$ cat src/rtl/wash_controller.sv
// Washer program sequencer: settings, wash/rinse/spin FSM, status lamps, BCD remaining time.
// Latency: every output is registered and reflects its inputs on the next clk edge.
// Backpressure: none; pulses arriving in states that do not use them are dropped.
module wash_controller #(
    parameter int WASH_T  = 9,
    parameter int RINSE_T = 6,
    parameter int DRAIN_T = 3,
    parameter int SPIN_T  = 5,
    parameter int BEEP_T  = 3
) (
    input  logic       clk,
    input  logic       resetBtn,
    input  logic       tick,
    input  logic       runBtn,
    input  logic       WBtn,
    input  logic       RBtn,
    input  logic       DBtn,
    input  logic       WaterBtn,
    input  logic       openBtn,
    output logic       powerLED,
    output logic       runLED,
    output logic       setLED,
    output logic       beeLED,
    output logic       inWaterLED,
    output logic       outWaterLED,
    output logic       spinLED,
    output logic       WLED,
    output logic       RLED,
    output logic       DLED,
    output logic       openLED,
    output logic [2:0] level,
    output logic [7:0] remainBCD
);

    localparam logic [3:0] SET     = 4'd0;
    localparam logic [3:0] FILL_W  = 4'd1;
    localparam logic [3:0] WASH    = 4'd2;
    localparam logic [3:0] DRAIN_W = 4'd3;
    localparam logic [3:0] FILL_R  = 4'd4;
    localparam logic [3:0] RINSE   = 4'd5;
    localparam logic [3:0] DRAIN_R = 4'd6;
    localparam logic [3:0] SPIN    = 4'd7;
    localparam logic [3:0] PAUSE   = 4'd8;
    localparam logic [3:0] DONE    = 4'd9;

    localparam logic [2:0] LEVEL_RST = 3'd3;

    // Program length shown in SET for the given enables and water level.
    function automatic logic [6:0] totalTime(input logic w, input logic r,
                                             input logic d, input logic [2:0] lv);
        logic [6:0] t;
        t = '0;
        if (w) t = t + 7'(lv) + 7'(WASH_T + DRAIN_T);
        if (r) t = t + 7'(lv) + 7'(RINSE_T + DRAIN_T);
        if (d) t = t + 7'(SPIN_T);
        return t;
    endfunction

    // Tick count a state lasts once entered; fills take as long as the level.
    function automatic logic [6:0] phaseLen(input logic [3:0] st, input logic [2:0] lv);
        logic [6:0] n;
        case (st)
            FILL_W, FILL_R:   n = 7'(lv);
            WASH:             n = 7'(WASH_T);
            RINSE:            n = 7'(RINSE_T);
            DRAIN_W, DRAIN_R: n = 7'(DRAIN_T);
            SPIN:             n = 7'(SPIN_T);
            DONE:             n = 7'(BEEP_T);
            default:          n = 7'd0;
        endcase
        return n;
    endfunction

    // Remaining time never exceeds 99, so tens and units each fit a nibble.
    function automatic logic [7:0] toBcd(input logic [6:0] v);
        int q;
        int r;
        q = int'(v) / 10;
        r = int'(v) % 10;
        return {4'(q), 4'(r)};
    endfunction

    logic [3:0] state, stateNext, savedState, savedNext;
    logic [6:0] cnt, cntNext, remain, remainNext;
    logic       wEn, rEn, dEn, wNext, rNext, dNext;
    logic [2:0] levelReg, levelNext;
    logic       openReg, openNext;
    logic       enter;
    logic       runningNext;

    // Next-state logic: runBtn has priority over every other pulse, then tick.
    always_comb begin
        stateNext  = state;
        savedNext  = savedState;
        cntNext    = cnt;
        remainNext = remain;
        wNext      = wEn;
        rNext      = rEn;
        dNext      = dEn;
        levelNext  = levelReg;
        openNext   = openReg;
        enter      = 1'b0;
        case (state)
            SET: begin
                if (runBtn) begin
                    if (!openReg && (wEn || rEn || dEn)) begin
                        stateNext = wEn ? FILL_W : (rEn ? FILL_R : SPIN);
                        enter     = 1'b1;
                    end
                end else begin
                    if (WBtn) wNext = ~wEn;
                    if (RBtn) rNext = ~rEn;
                    if (DBtn) dNext = ~dEn;
                    if (WaterBtn) levelNext = (levelReg == 3'd5) ? 3'd1 : levelReg + 3'd1;
                    if (openBtn) openNext = ~openReg;
                    remainNext = totalTime(wNext, rNext, dNext, levelNext);
                end
            end
            PAUSE: begin
                if (runBtn) begin
                    if (!openReg) stateNext = savedState;
                end else if (openBtn) begin
                    openNext = ~openReg;
                end
            end
            DONE: begin
                if (runBtn) begin
                    stateNext  = SET;
                    wNext      = 1'b1;
                    rNext      = 1'b1;
                    dNext      = 1'b1;
                    remainNext = totalTime(1'b1, 1'b1, 1'b1, levelReg);
                end else begin
                    if (openBtn) openNext = ~openReg;
                    if (tick) begin
                        if (cnt == 7'd1) begin
                            stateNext  = SET;
                            wNext      = 1'b1;
                            rNext      = 1'b1;
                            dNext      = 1'b1;
                            remainNext = totalTime(1'b1, 1'b1, 1'b1, levelReg);
                        end else begin
                            cntNext = cnt - 7'd1;
                        end
                    end
                end
            end
            FILL_W, WASH, DRAIN_W, FILL_R, RINSE, DRAIN_R, SPIN: begin
                if (runBtn) begin
                    savedNext = state;
                    stateNext = PAUSE;
                end else if (tick) begin
                    if (remain != 7'd0) remainNext = remain - 7'd1;
                    if (cnt == 7'd1) begin
                        enter = 1'b1;
                        case (state)
                            FILL_W:  stateNext = WASH;
                            WASH:    stateNext = DRAIN_W;
                            DRAIN_W: begin
                                wNext     = 1'b0;
                                stateNext = rEn ? FILL_R : (dEn ? SPIN : DONE);
                            end
                            FILL_R:  stateNext = RINSE;
                            RINSE:   stateNext = DRAIN_R;
                            DRAIN_R: begin
                                rNext     = 1'b0;
                                stateNext = dEn ? SPIN : DONE;
                            end
                            default: begin
                                dNext     = 1'b0;
                                stateNext = DONE;
                            end
                        endcase
                    end else begin
                        cntNext = cnt - 7'd1;
                    end
                end
            end
            default: stateNext = SET;
        endcase
        if (enter) cntNext = phaseLen(stateNext, levelReg);
        if (stateNext == DONE) remainNext = 7'd0;
    end

    assign runningNext = (stateNext >= FILL_W) && (stateNext <= SPIN);

    // State, settings and all lamp/display registers.
    always_ff @(posedge clk or posedge resetBtn) begin
        if (resetBtn) begin
            state       <= SET;
            savedState  <= SET;
            cnt         <= 7'd0;
            remain      <= totalTime(1'b1, 1'b1, 1'b1, LEVEL_RST);
            remainBCD   <= toBcd(totalTime(1'b1, 1'b1, 1'b1, LEVEL_RST));
            wEn         <= 1'b1;
            rEn         <= 1'b1;
            dEn         <= 1'b1;
            levelReg    <= LEVEL_RST;
            openReg     <= 1'b0;
            runLED      <= 1'b0;
            setLED      <= 1'b1;
            beeLED      <= 1'b0;
            inWaterLED  <= 1'b0;
            outWaterLED <= 1'b0;
            spinLED     <= 1'b0;
        end else begin
            state       <= stateNext;
            savedState  <= savedNext;
            cnt         <= cntNext;
            remain      <= remainNext;
            remainBCD   <= toBcd(remainNext);
            wEn         <= wNext;
            rEn         <= rNext;
            dEn         <= dNext;
            levelReg    <= levelNext;
            openReg     <= openNext;
            runLED      <= runningNext;
            setLED      <= (stateNext == SET);
            beeLED      <= (stateNext == DONE);
            inWaterLED  <= (stateNext == FILL_W) || (stateNext == FILL_R);
            outWaterLED <= (stateNext == DRAIN_W) || (stateNext == DRAIN_R);
            spinLED     <= (stateNext == SPIN);
        end
    end

    assign powerLED = 1'b1;
    assign WLED     = wEn;
    assign RLED     = rEn;
    assign DLED     = dEn;
    assign openLED  = openReg;
    assign level    = levelReg;

endmodule

$ cat config.mk
export PLATFORM = sky130hd
export DESIGN_NAME = wash_controller
export DESIGN_NICKNAME = d
export VERILOG_FILES = /design/src/rtl/wash_controller.sv
export SDC_FILE = /design/constraint.sdc
export NUM_CORES = 1
export LEC_CHECK = 0
export BUFFER_PORTS_ARGS = -buffer_cell sky130_fd_sc_hd__buf_2
export CORE_MARGIN = 4
export CORE_UTILIZATION = 60
export DETAILED_ROUTE_END_ITERATION = 10
export PLACE_DENSITY = 0.8
export SYNTH_ARGS = -nofsm -noshare
export SYNTH_HDL_FRONTEND = slang
export SYNTH_SLANG_ARGS = --single-unit
$ cat constraint.sdc
create_clock -name clk -period 5.9 [get_ports clk]
set_clock_uncertainty 0.05 [all_clocks]
set_input_delay 0.59 -clock clk [delete_from_list [all_inputs] [get_ports clk]]
set_output_delay 0.59 -clock clk [all_outputs]
set_load 0.01 [all_outputs]
-- Word-level counts from Yosys, hierarchy flattened
Index checks and enable logic that the tools add are counted.
- input bits: 9
- output and inout bits: 22
- logic and storage cells: 185
- register bits after elaboration: 43
- div/mod/pow operators: 2
- bitwise operators: 5
- muxes and demuxes: 90
- reduce and logical (&&, ||, !) cells: 26
- add/sub/neg operators: 14
- equal/unequal tests: 30
- $lt $le $gt $ge: 2
- operators with widths (cell ; count):
    two-way mux 7 bit ; 31
    two-way mux 4 bit ; 12
    divider 8 x 5 -> 32 bit, second input constant ; 1
    equality test 4 x 3 -> 1 bit, second input constant ; 8
    modulo 8 x 5 -> 32 bit, second input constant ; 1
    two-way mux 1 bit ; 32
    one-hot mux 4 bit (6 select lines) ; 1
    AND reduction 8 bit ; 3
    adder 7 x 3 -> 7 bit ; 3
    adder 7 x 3 -> 7 bit, second input constant ; 3
    adder 7 x 4 -> 7 bit, second input constant ; 3
    one-hot mux 7 bit (3 select lines) ; 1
    one-hot mux 4 bit (5 select lines) ; 1
    equality test 4 x 2 -> 1 bit, second input constant ; 4
    inequality test 2 bit, second input constant ; 8
    one-hot mux 4 bit (4 select lines) ; 1
    two-way mux 3 bit ; 5
    subtractor 7 x 1 -> 7 bit, second input constant ; 2
    equality test 4 bit, second input constant ; 3
    adder 3 x 4 -> 5 bit, second input constant ; 2
    one-hot mux 1 bit (3 select lines) ; 3
    equality test 4 x 1 -> 1 bit, second input constant ; 2
    logical NOT 4 bit ; 2
    OR reduction 8 bit ; 1
    24 further kinds ; 36

-- Longest topological paths before layout
Gate-level depths: netlist (run 1).
- word-level depth: 20
- gate-level depth with buffers: 27
- depth with buffers taken out: 25

-- Least setup slack after synthesis (run 1)
OpenSTA, ideal clock, no wires.
- kind: input -> register
- start point: in WaterBtn
- end point: reg remainBCD[3]
- cell stages on the path: 25
- setup time: 0.124 ns
- buffers on the path: 2
- path slack: 0.519 ns
- required time: 5.726 ns
- data arrival time: 5.207 ns
- path through: clkbuf_2 -> and2_1 -> buf_2 -> a21oi_1 -> nor2_1 -> ha_1 -> nor2_1 -> and3_1 -> a221oi_2 -> and3_1 -> o2111a_1 -> a211oi_2 -> o21ai_0 -> ha_1 -> nor2_1 -> o21ai_1 -> a2bb2oi_4 -> mux2i_1 -> o21ai_1 -> xnor2_1 -> ha_1 -> nor4b_1 -> o21ai_0 -> nand3_1 -> a211o_1
- word-level cells in the longest chain between the ends: 18
- ends and longest elaborated chain (element ; line ; RTL):
    from (decl) ; 18 ; input logic WaterBtn,
    two-way mux 3 bit * ; 114 ; if (WaterBtn) levelNext = (levelReg == 3'd5) ? 3'd1 : levelReg + 3'd1;
    two-way mux 3 bit * ; 105 ; if (runBtn) begin
    two-way mux 3 bit * ; 103 ; case (state)
    adder 3 x 4 -> 5 bit ; 53 ; if (w) t = t + 7'(lv) + 7'(WASH_T + DRAIN_T);
    two-way mux 5 bit ; 53 ;
    two-way mux 7 bit ; 105 ;
    two-way mux 7 bit ; 103 ;
    adder 7 x 3 -> 7 bit ; 54 ; if (r) t = t + 7'(lv) + 7'(RINSE_T + DRAIN_T);
    [... 2 more ...] ; n/a ;
    two-way mux 7 bit * ; 105 ;
    two-way mux 7 bit * ; 103 ;
    adder 7 x 3 -> 7 bit ; 55 ; if (d) t = t + 7'(SPIN_T);
    two-way mux 7 bit * ; 55 ;
    two-way mux 7 bit * ; 105 ;
    one-hot mux 7 bit (3 select lines) * ; 103 ;
    two-way mux 7 bit * ; 182 ; if (stateNext == DONE) remainNext = 7'd0;
    modulo 8 x 5 -> 32 bit * ; 79 ; r = int'(v) % 10;
    to (signal assigned) ; 194 ; remainBCD <= toBcd(totalTime(1'b1, 1'b1, 1'b1, LEVEL_RST));
    to (signal assigned) ; 211 ; remainBCD <= toBcd(remainNext);
    to (decl) ; 32 ; output logic [7:0] remainBCD
Mark *: on every way between the ends. The rest lies on a longest branch, timed or not. The select of a mux whose other input is x is not followed.
A chain may end at the register's enable or synchronous reset.

-- Worst setup path in the final report (run 1)
- start point: reg levelReg[1], in the netlist level[1]
- end point: reg remainBCD[3]
- word-level cells in the longest chain between the ends: 20
- elaborated cells between the ends (all ways): 43
- classes of those cells: 12 x add/sub; 1 x div; 1 x eq/ne; 29 x mux
- ends and longest elaborated chain (element ; line ; RTL):
    from (decl) ; 86 ; logic [2:0] levelReg, levelNext;
    from (signal assigned) ; 215 ; levelReg <= levelNext;
    adder 3 x 1 -> 3 bit / equality test 3 bit (equally long branches) ; 114 ;
    two-way mux 3 bit (2 in a row) ; 114 ;
    two-way mux 3 bit ; 105 ;
    two-way mux 3 bit ; 103 ;
    adder 3 x 4 -> 5 bit ; 53 ;
    two-way mux 5 bit ; 53 ;
    two-way mux 7 bit ; 105 ;
    two-way mux 7 bit ; 103 ;
    [... 3 more ...] ; n/a ;
    two-way mux 7 bit ; 105 ;
    two-way mux 7 bit ; 103 ;
    adder 7 x 3 -> 7 bit ; 55 ;
    two-way mux 7 bit ; 55 ;
    two-way mux 7 bit ; 105 ;
    one-hot mux 7 bit (3 select lines) * ; 103 ;
    two-way mux 7 bit * ; 182 ;
    modulo 8 x 5 -> 32 bit * ; 79 ;
Marked as above.

==> flow_metrics.py, run 1 <==
metrics = {
    "outcome": {
        "status": "complete, no violations",
    },
    "drt": {
        "drtPass1Iterations": 5,
        "post_drt_wl_per_cell_um": 17.8,
        "drc": 0,
        "wl_um": 10400,
        "viasPerCell": 6.64,
        "drt_iter0_markers": 419,
        "vias": 3864,
        "ant_nets": 0,
    },
    "timing": {
        "relSlewSlack_pct": 39.4,
        "post-route-period-util_pct": 92.2,
        "slew_viol_final": 0,
        "worst_slew_pin_slew_ns": 0.909,
        "min_period_ns": 5.44,
        "rsz0062_at_grt": "false",
        "fin_tns_setup_ns": 0,
        "hold_violations": 0,
        "fmax_mhz": 184,
        "setup_viol": 0,
    },
    "worst_hold_path": {
        "hold_path_class": "input pin to async pin",
    },
    "setup_path": {
        "path_class": "flop to flop",
        "worst_setup_path_end_kind": "flop",
        "cp.arrival_ns": 5.59,
        "startpoint": "level[1]",
        "required_ns": 6.05,
        "r2r-start": "level[1]",
        "worstPathMaxFanout": 8,
        "start_kind": "flop",
    },
    "clock_tree": {
        "hold_buffers": 0,
        "numCtsBuffers": 5,
        "clockBufferDepth": 2,
        "cts_tree": "built",
        "path_clk_slew_ns": 0.09,
        "clockRootBuffer": "clkbuf_8",
        "insertion_delay_ns": 0.31,
        "h-tree-depth": 2,
        "numClockSinks": 42,
    },
    "yosys": {
        "synth_edf_count": 0,
        "synthTopCellsByArea": "dfrtp_1 21%, dfstp_2 6.9%, nor2_1 5.6%",
        "synth_top_area_share_pct": 21.1,
        "synth-seq-area-share_pct": 28.1,
        "synth_nets": 501,
        "syn_avg_cell_area_um2": 7.93,
        "synth.largest_area_cell": "dfrtp_1",
        "ys_types": 82,
        "synth-seq-cells": 42,
        "async_flop_share_pct": 100,
        "synthCells": 478,
        "yosysWarnings": 0,
        "netlist_top_cells_count": "57 x nor2_1, 34 x a21oi_1, 32 x dfrtp_1, 32 x nand2_1, 28 x o21ai_0",
        "synth_area_um2": 3790,
        "ys.flop_type": "dfrtp_1",
        "post-synth-top-count-cell": "nor2_1",
    },
    "die": {
        "core_um2": 6030,
        "rows": 28,
        "design.portCount": 31,
        "fp.dieW_um": 87.5,
        "initial_core_util_pct": 62.9,
        "die_area_um2": 7650,
        "die_h_um": 87.5,
    },
    "global_routing": {
        "grt_overflow": 0,
        "grt_pass1_wl_um": 17300,
        "track_usage_pct": 27.9,
        "antenna_found_initial": 0,
        "grt_pass1_vias": 3538,
        "grt_max_degree": 43,
    },
    "placed_design": {
        "place_congestion": 0.981,
        "port_buffers": 29,
        "hpwl_um": 7500,
    },
    "final_layout": {
        "nets": 529,
        "area_delta_synth_final_pct": 9.74,
        "diodes": 0,
        "drive_gt1_share_pct": 18.5,
    },
    "pwr": {
        "leakagePower_nw": 1.79,
        "vdd_drop_max_mv": 0.696,
        "total_power_mw": 3.03,
        "p_per_area_nw_per_um2": 727,
    },
    "run": {
        "drv_cap": 0,
    },
}
-- per-stage QoR --
stage	instance area, um2	instances	setup slack, ns	hold WS, ns	util (%)
after floorplan	3790	478	0.519	0.405	-
after detailed placement	4010	571	0.246	0.439	66.6
after global placement	4010	571	0.508	0.440	66.6
after global routing	4160	582	0.0277	0.401	69.0
after CTS	4110	579	0.340	0.384	68.2
final	4160	582	0.461	0.367	69.0
-- state kept, by name, summed over array words and instances (netlist names), 3 cells and up --
register    cells
savedState      4
remain          7
state           4
cnt             7
level           3
remainBCD       7
-- kinds of logic after synthesis --
| group | count (synthesis) | synth area share (%) |
|---|---|---|
| AOI/OAI and AO/OA | 157 | 29.6 |
| xor gates and xnor gates | 19 | 4.59 |
| adders and majority gates | 15 | 4.89 |
| buffers and inverters | 53 | 5.94 |
| DFF | 42 | 28.1 |
| muxes | 5 | 1.49 |
| other | 1 | 0.0989 |
| and+or+nand+nor | 186 | 25.3 |
-- cell usage in the layout, fill, tap and decap left out, types with 10 or more instances in the layout --
cell      count
nand3_1      14
ha_1         13
dfstp_2      10
xnor2_1      13
nand2_1      32
buf_2        29
o21ai_0      28
nor3_1       19
a21oi_1      34
inv_1        25
nor2_1       57
buf_4        16
nand2b_1     13
dfrtp_1      32
-- report_power, final --
group,internal [mW],switching (mW),total [mW]
clock,0.0879,0.121,0.209
combinational,0.901,1.30,2.21
sequential,0.441,0.170,0.611
-- per-layer routing --
layer,share of wire (%),global-route usage [%]
met5,0,0
met4,1.8,7.81
met3,9.7,5.30
met2,46,43.6
met1,42,39.4
-- worst paths after layout --
kind	end	slack, ns	cells after the start
min in group clk	savedState[3]	0.46	1
setup reg to reg	remainBCD[3]	0.46	25
max in group asynchronous	level[1]	5.05	3
hold / removal	remainBCD[2]	0.37	3
setup / recovery	remainBCD[3]	0.46	25
hold reg to reg	savedState[3]	0.46	1
-- critical path: stages, from the launching register on --
cell and delay (ns):
dfstp_2 0.61, buf_12 0.14, inv_1 0.07, ha_1 0.34, xnor2_1 0.17, ha_1 0.18, nor2b_1 0.13, or3_1 0.30
nand3_1 0.09, a22oi_1 0.08, o22a_1 0.25, o21ai_4 0.26, o21ai_0 0.16, ha_1 0.31, nor2_1 0.21, o21ai_1 0.15
a2bb2oi_4 0.25, nor3_1 0.13, nor2_2 0.27, o21ai_1 0.16, xnor2_1 0.15, ha_1 0.24, nor4b_1 0.16, o21ai_0 0.09
nand3_1 0.10, a211o_1 0.27
-- timing repair --
action                                  4_1_cts  5_1_grt
buffers inserted                              0        3
endpoints found under the setup margin        0        1
resized for setup                             0        5
endpoints found under the hold margin         0        0
-- layout make-up --
type                            count  area (um2)
Fill cell                         528        1870
Clock inverter                      3        27.5
Clock buffer                        5        68.8
Tap cell                           75        93.8
Sequential cell                    42        1060
Inverter                           28         105
Multi-Input combinational cell    383        2510
Timing Repair Buffer               46         285
(Power assumes the default switching activity.)
==> run 2: changes to the inputs <==
--- a/config.mk
+++ b/config.mk
@@ -5,10 +5,12 @@
 export SDC_FILE = /design/constraint.sdc
 export NUM_CORES = 1
 export LEC_CHECK = 0
+export ABC_AREA = 1
 export BUFFER_PORTS_ARGS = -buffer_cell sky130_fd_sc_hd__buf_2
 export CORE_MARGIN = 4
 export CORE_UTILIZATION = 60
 export DETAILED_ROUTE_END_ITERATION = 10
+export GPL_ROUTABILITY_DRIVEN = 0
 export PLACE_DENSITY = 0.8
 export SYNTH_ARGS = -nofsm -noshare
 export SYNTH_HDL_FRONTEND = slang
==> run 2 against run 1 <==
  * Wire length decreased by 13%
  * Final cell count increased by 9.8%
  * First-iteration DRC count decreased by 38%
  * Critical path type unchanged
  * Non-clock buffer count decreased by 16
==> flow_metrics.py, run 2 <==
metrics = {
    "timing": {
        "relSlewSlack_pct": 63.1,
        "hold_slack_ns": 0.347,
        "post-route-period-util_pct": 73.6,
        "setup_viol": 0,
        "slew_viol_final": 0,
        "rsz0062_at_grt": "false",
        "min_period_ns": 4.34,
        "hold_violations": 0,
        "fin_tns_setup_ns": 0,
        "fmax_mhz": 230,
        "worst_slew_pin_slew_ns": 0.550,
    },
    "drt": {
        "top_layer_used": "met4",
        "met2_length_um": 4590,
        "dr_wl_met3_um": 455,
        "wl_um": 9040,
        "drt_iter0_markers": 261,
        "vias": 3599,
        "viasPerCell": 5.63,
        "post_drt_wl_per_cell_um": 14.1,
        "ant_nets": 0,
        "drtPass1Iterations": 5,
        "drc": 0,
        "m1WireLength_um": 3840,
    },
    "global_routing": {
        "antenna_found_initial": 0,
        "grt_pass1_vias": 3409,
        "grt_max_degree": 43,
        "grt_overflow": 0,
        "grt_pass1_wl_um": 15600,
        "track_usage_pct": 25.6,
    },
    "final_layout": {
        "drive_gt1_share_pct": 20.2,
        "final_common_cell": "nand2_1",
        "reg.largest.list": "cnt x7, remainBCD x7, remain x7",
        "post-route-util_pct": 67.4,
        "layout_common_cells": "124 x nand2_1, 68 x inv_1, 56 x nor2_1",
        "area_delta_synth_final_pct": 8.92,
        "diodes": 0,
        "fin_cells": 639,
        "nets": 586,
    },
    "yosys": {
        "yosysWarnings": 0,
        "synthCells": 530,
        "synth_nets": 553,
        "netlist_top_cells_count": "124 x nand2_1, 69 x inv_1, 56 x nor2_1, 32 x dfrtp_1, 29 x a21oi_1",
        "synth.largest_area_cell": "dfrtp_1",
        "async_flop_share_pct": 100,
        "syn_avg_cell_area_um2": 6.96,
        "synth_top_area_share_pct": 21.7,
        "synth_area_um2": 3690,
        "synth-seq-cells": 42,
        "synth_edf_count": 0,
        "synth-seq-area-share_pct": 28.8,
        "ys.flop_type": "dfrtp_1",
        "post-synth-top-count-cell": "nand2_1",
        "ys_types": 48,
        "synthTopCellsByArea": "dfrtp_1 22%, nand2_1 13%, dfstp_2 7.1%",
    },
    "setup_path": {
        "path_class": "flop to flop",
        "crit_path_frequent_cell": "nand2_1",
        "r2r-start": "level[1]",
        "max_stage_delay_ns": 0.63,
        "regToRegEndpoint": "remainBCD[3]",
        "worst_setup_path_end_kind": "flop",
        "cp.arrival_ns": 4.49,
        "reg2reg_depth": 30,
        "startpoint": "level[1]",
        "timing.reg2reg.setup_slack_ns": 1.56,
        "start_kind": "flop",
        "crit_slowest_cell": "dfstp_2",
        "required_ns": 6.05,
        "worstPathMaxFanout": 7,
    },
    "clock_tree": {
        "cts-resized-gates": 0,
        "post-cts-setup-buffers": 0,
        "clockBufferDepth": 2,
        "path_clk_slew_ns": 0.09,
        "numCtsBuffers": 5,
        "hold_buffers": 0,
        "insertion_delay_ns": 0.31,
        "cts_tree": "built",
        "h-tree-depth": 2,
        "clockRootBuffer": "clkbuf_8",
        "numClockSinks": 42,
    },
    "placed_design": {
        "dp_cells": 631,
        "hpwl_um": 7030,
        "port_buffers": 29,
    },
    "die": {
        "fp.dieW_um": 86.4,
        "die_area_um2": 7460,
        "die_h_um": 86.4,
        "design.portCount": 31,
        "rows": 28,
        "core_um2": 5960,
        "initial_core_util_pct": 61.9,
    },
    "worst_hold_path": {
        "hold_path_class": "input pin to async pin",
    },
    "outcome": {
        "status": "complete, no violations",
    },
    "run": {
        "drv_cap": 0,
    },
}
-- run 2: changes by cell type after synthesis, moves of 12 or more --
cell,change
nand2b_1,-13
nand2_2,+15
inv_1,+43
clkbuf_1,-13
nand3_1,+12
nand2_1,+92
-- run 2: how the worst max path moves through the flow --
stage                        end  slack (ns)  depth (start not counted)
floorplan           remainBCD[3]        1.98                         32
global placement    remainBCD[2]        1.74                         33
detailed placement  remainBCD[3]        1.56                         32
CTS                 remainBCD[3]        1.57                         30
global route        remainBCD[3]        1.17                         30
finish              remainBCD[3]        1.56                         30
-- run 2: logic make-up after synthesis --
group	count (synthesis)	share of synthesized area, %
simple gates	284	39.7
compound gates	90	14.2
buf+inv	85	9.06
flops	42	28.8
xor+xnor	14	3.33
fa+ha+maj	14	4.75
other cells	1	0.102
-- run 2: final cells by class --
type,count,area [um2]
clock buffer,5,68.8
timing repair buffer,30,153
sequential,42,1060
fill,558,1940
multi-input combinational,403,2290
inverter,81,304
tap,75,93.8
clock inverter,3,43.8
-- run 2: critical path: cells and delay by family, from the launching register on --
kind | cells | cell delay (ns)
AOI/OAI and AO/OA | 1 | 0.09
xor gates and xnor gates | 3 | 0.52
adders and majority gates | 4 | 1.02
buffers and inverters | 5 | 0.33
DFF | 1 | 0.63
and+or+nand+nor | 17 | 1.58
-- run 2: per-layer routing --
layer | GRT usage (%) | up-vias
met5 | 0 | -
met4 | 7.51 | 0
met3 | 3.33 | 20
met2 | 45.4 | 113
met1 | 32.2 | 1668
li1 | - | 1798
-- run 2: through the flow --
step	setup WS (ns)	cell area, um2
5_1_grt	1.17	4020
6_report	1.56	4020
3_5_place_dp	1.56	3900
2_1_floorplan	1.98	3690
4_1_cts	1.57	4020
3_3_place_gp	1.74	3900
Power of run 2 is left out: the tool's default activity adds up to more than one toggle a clock period on the data nets, which glitch-free logic cannot reach.
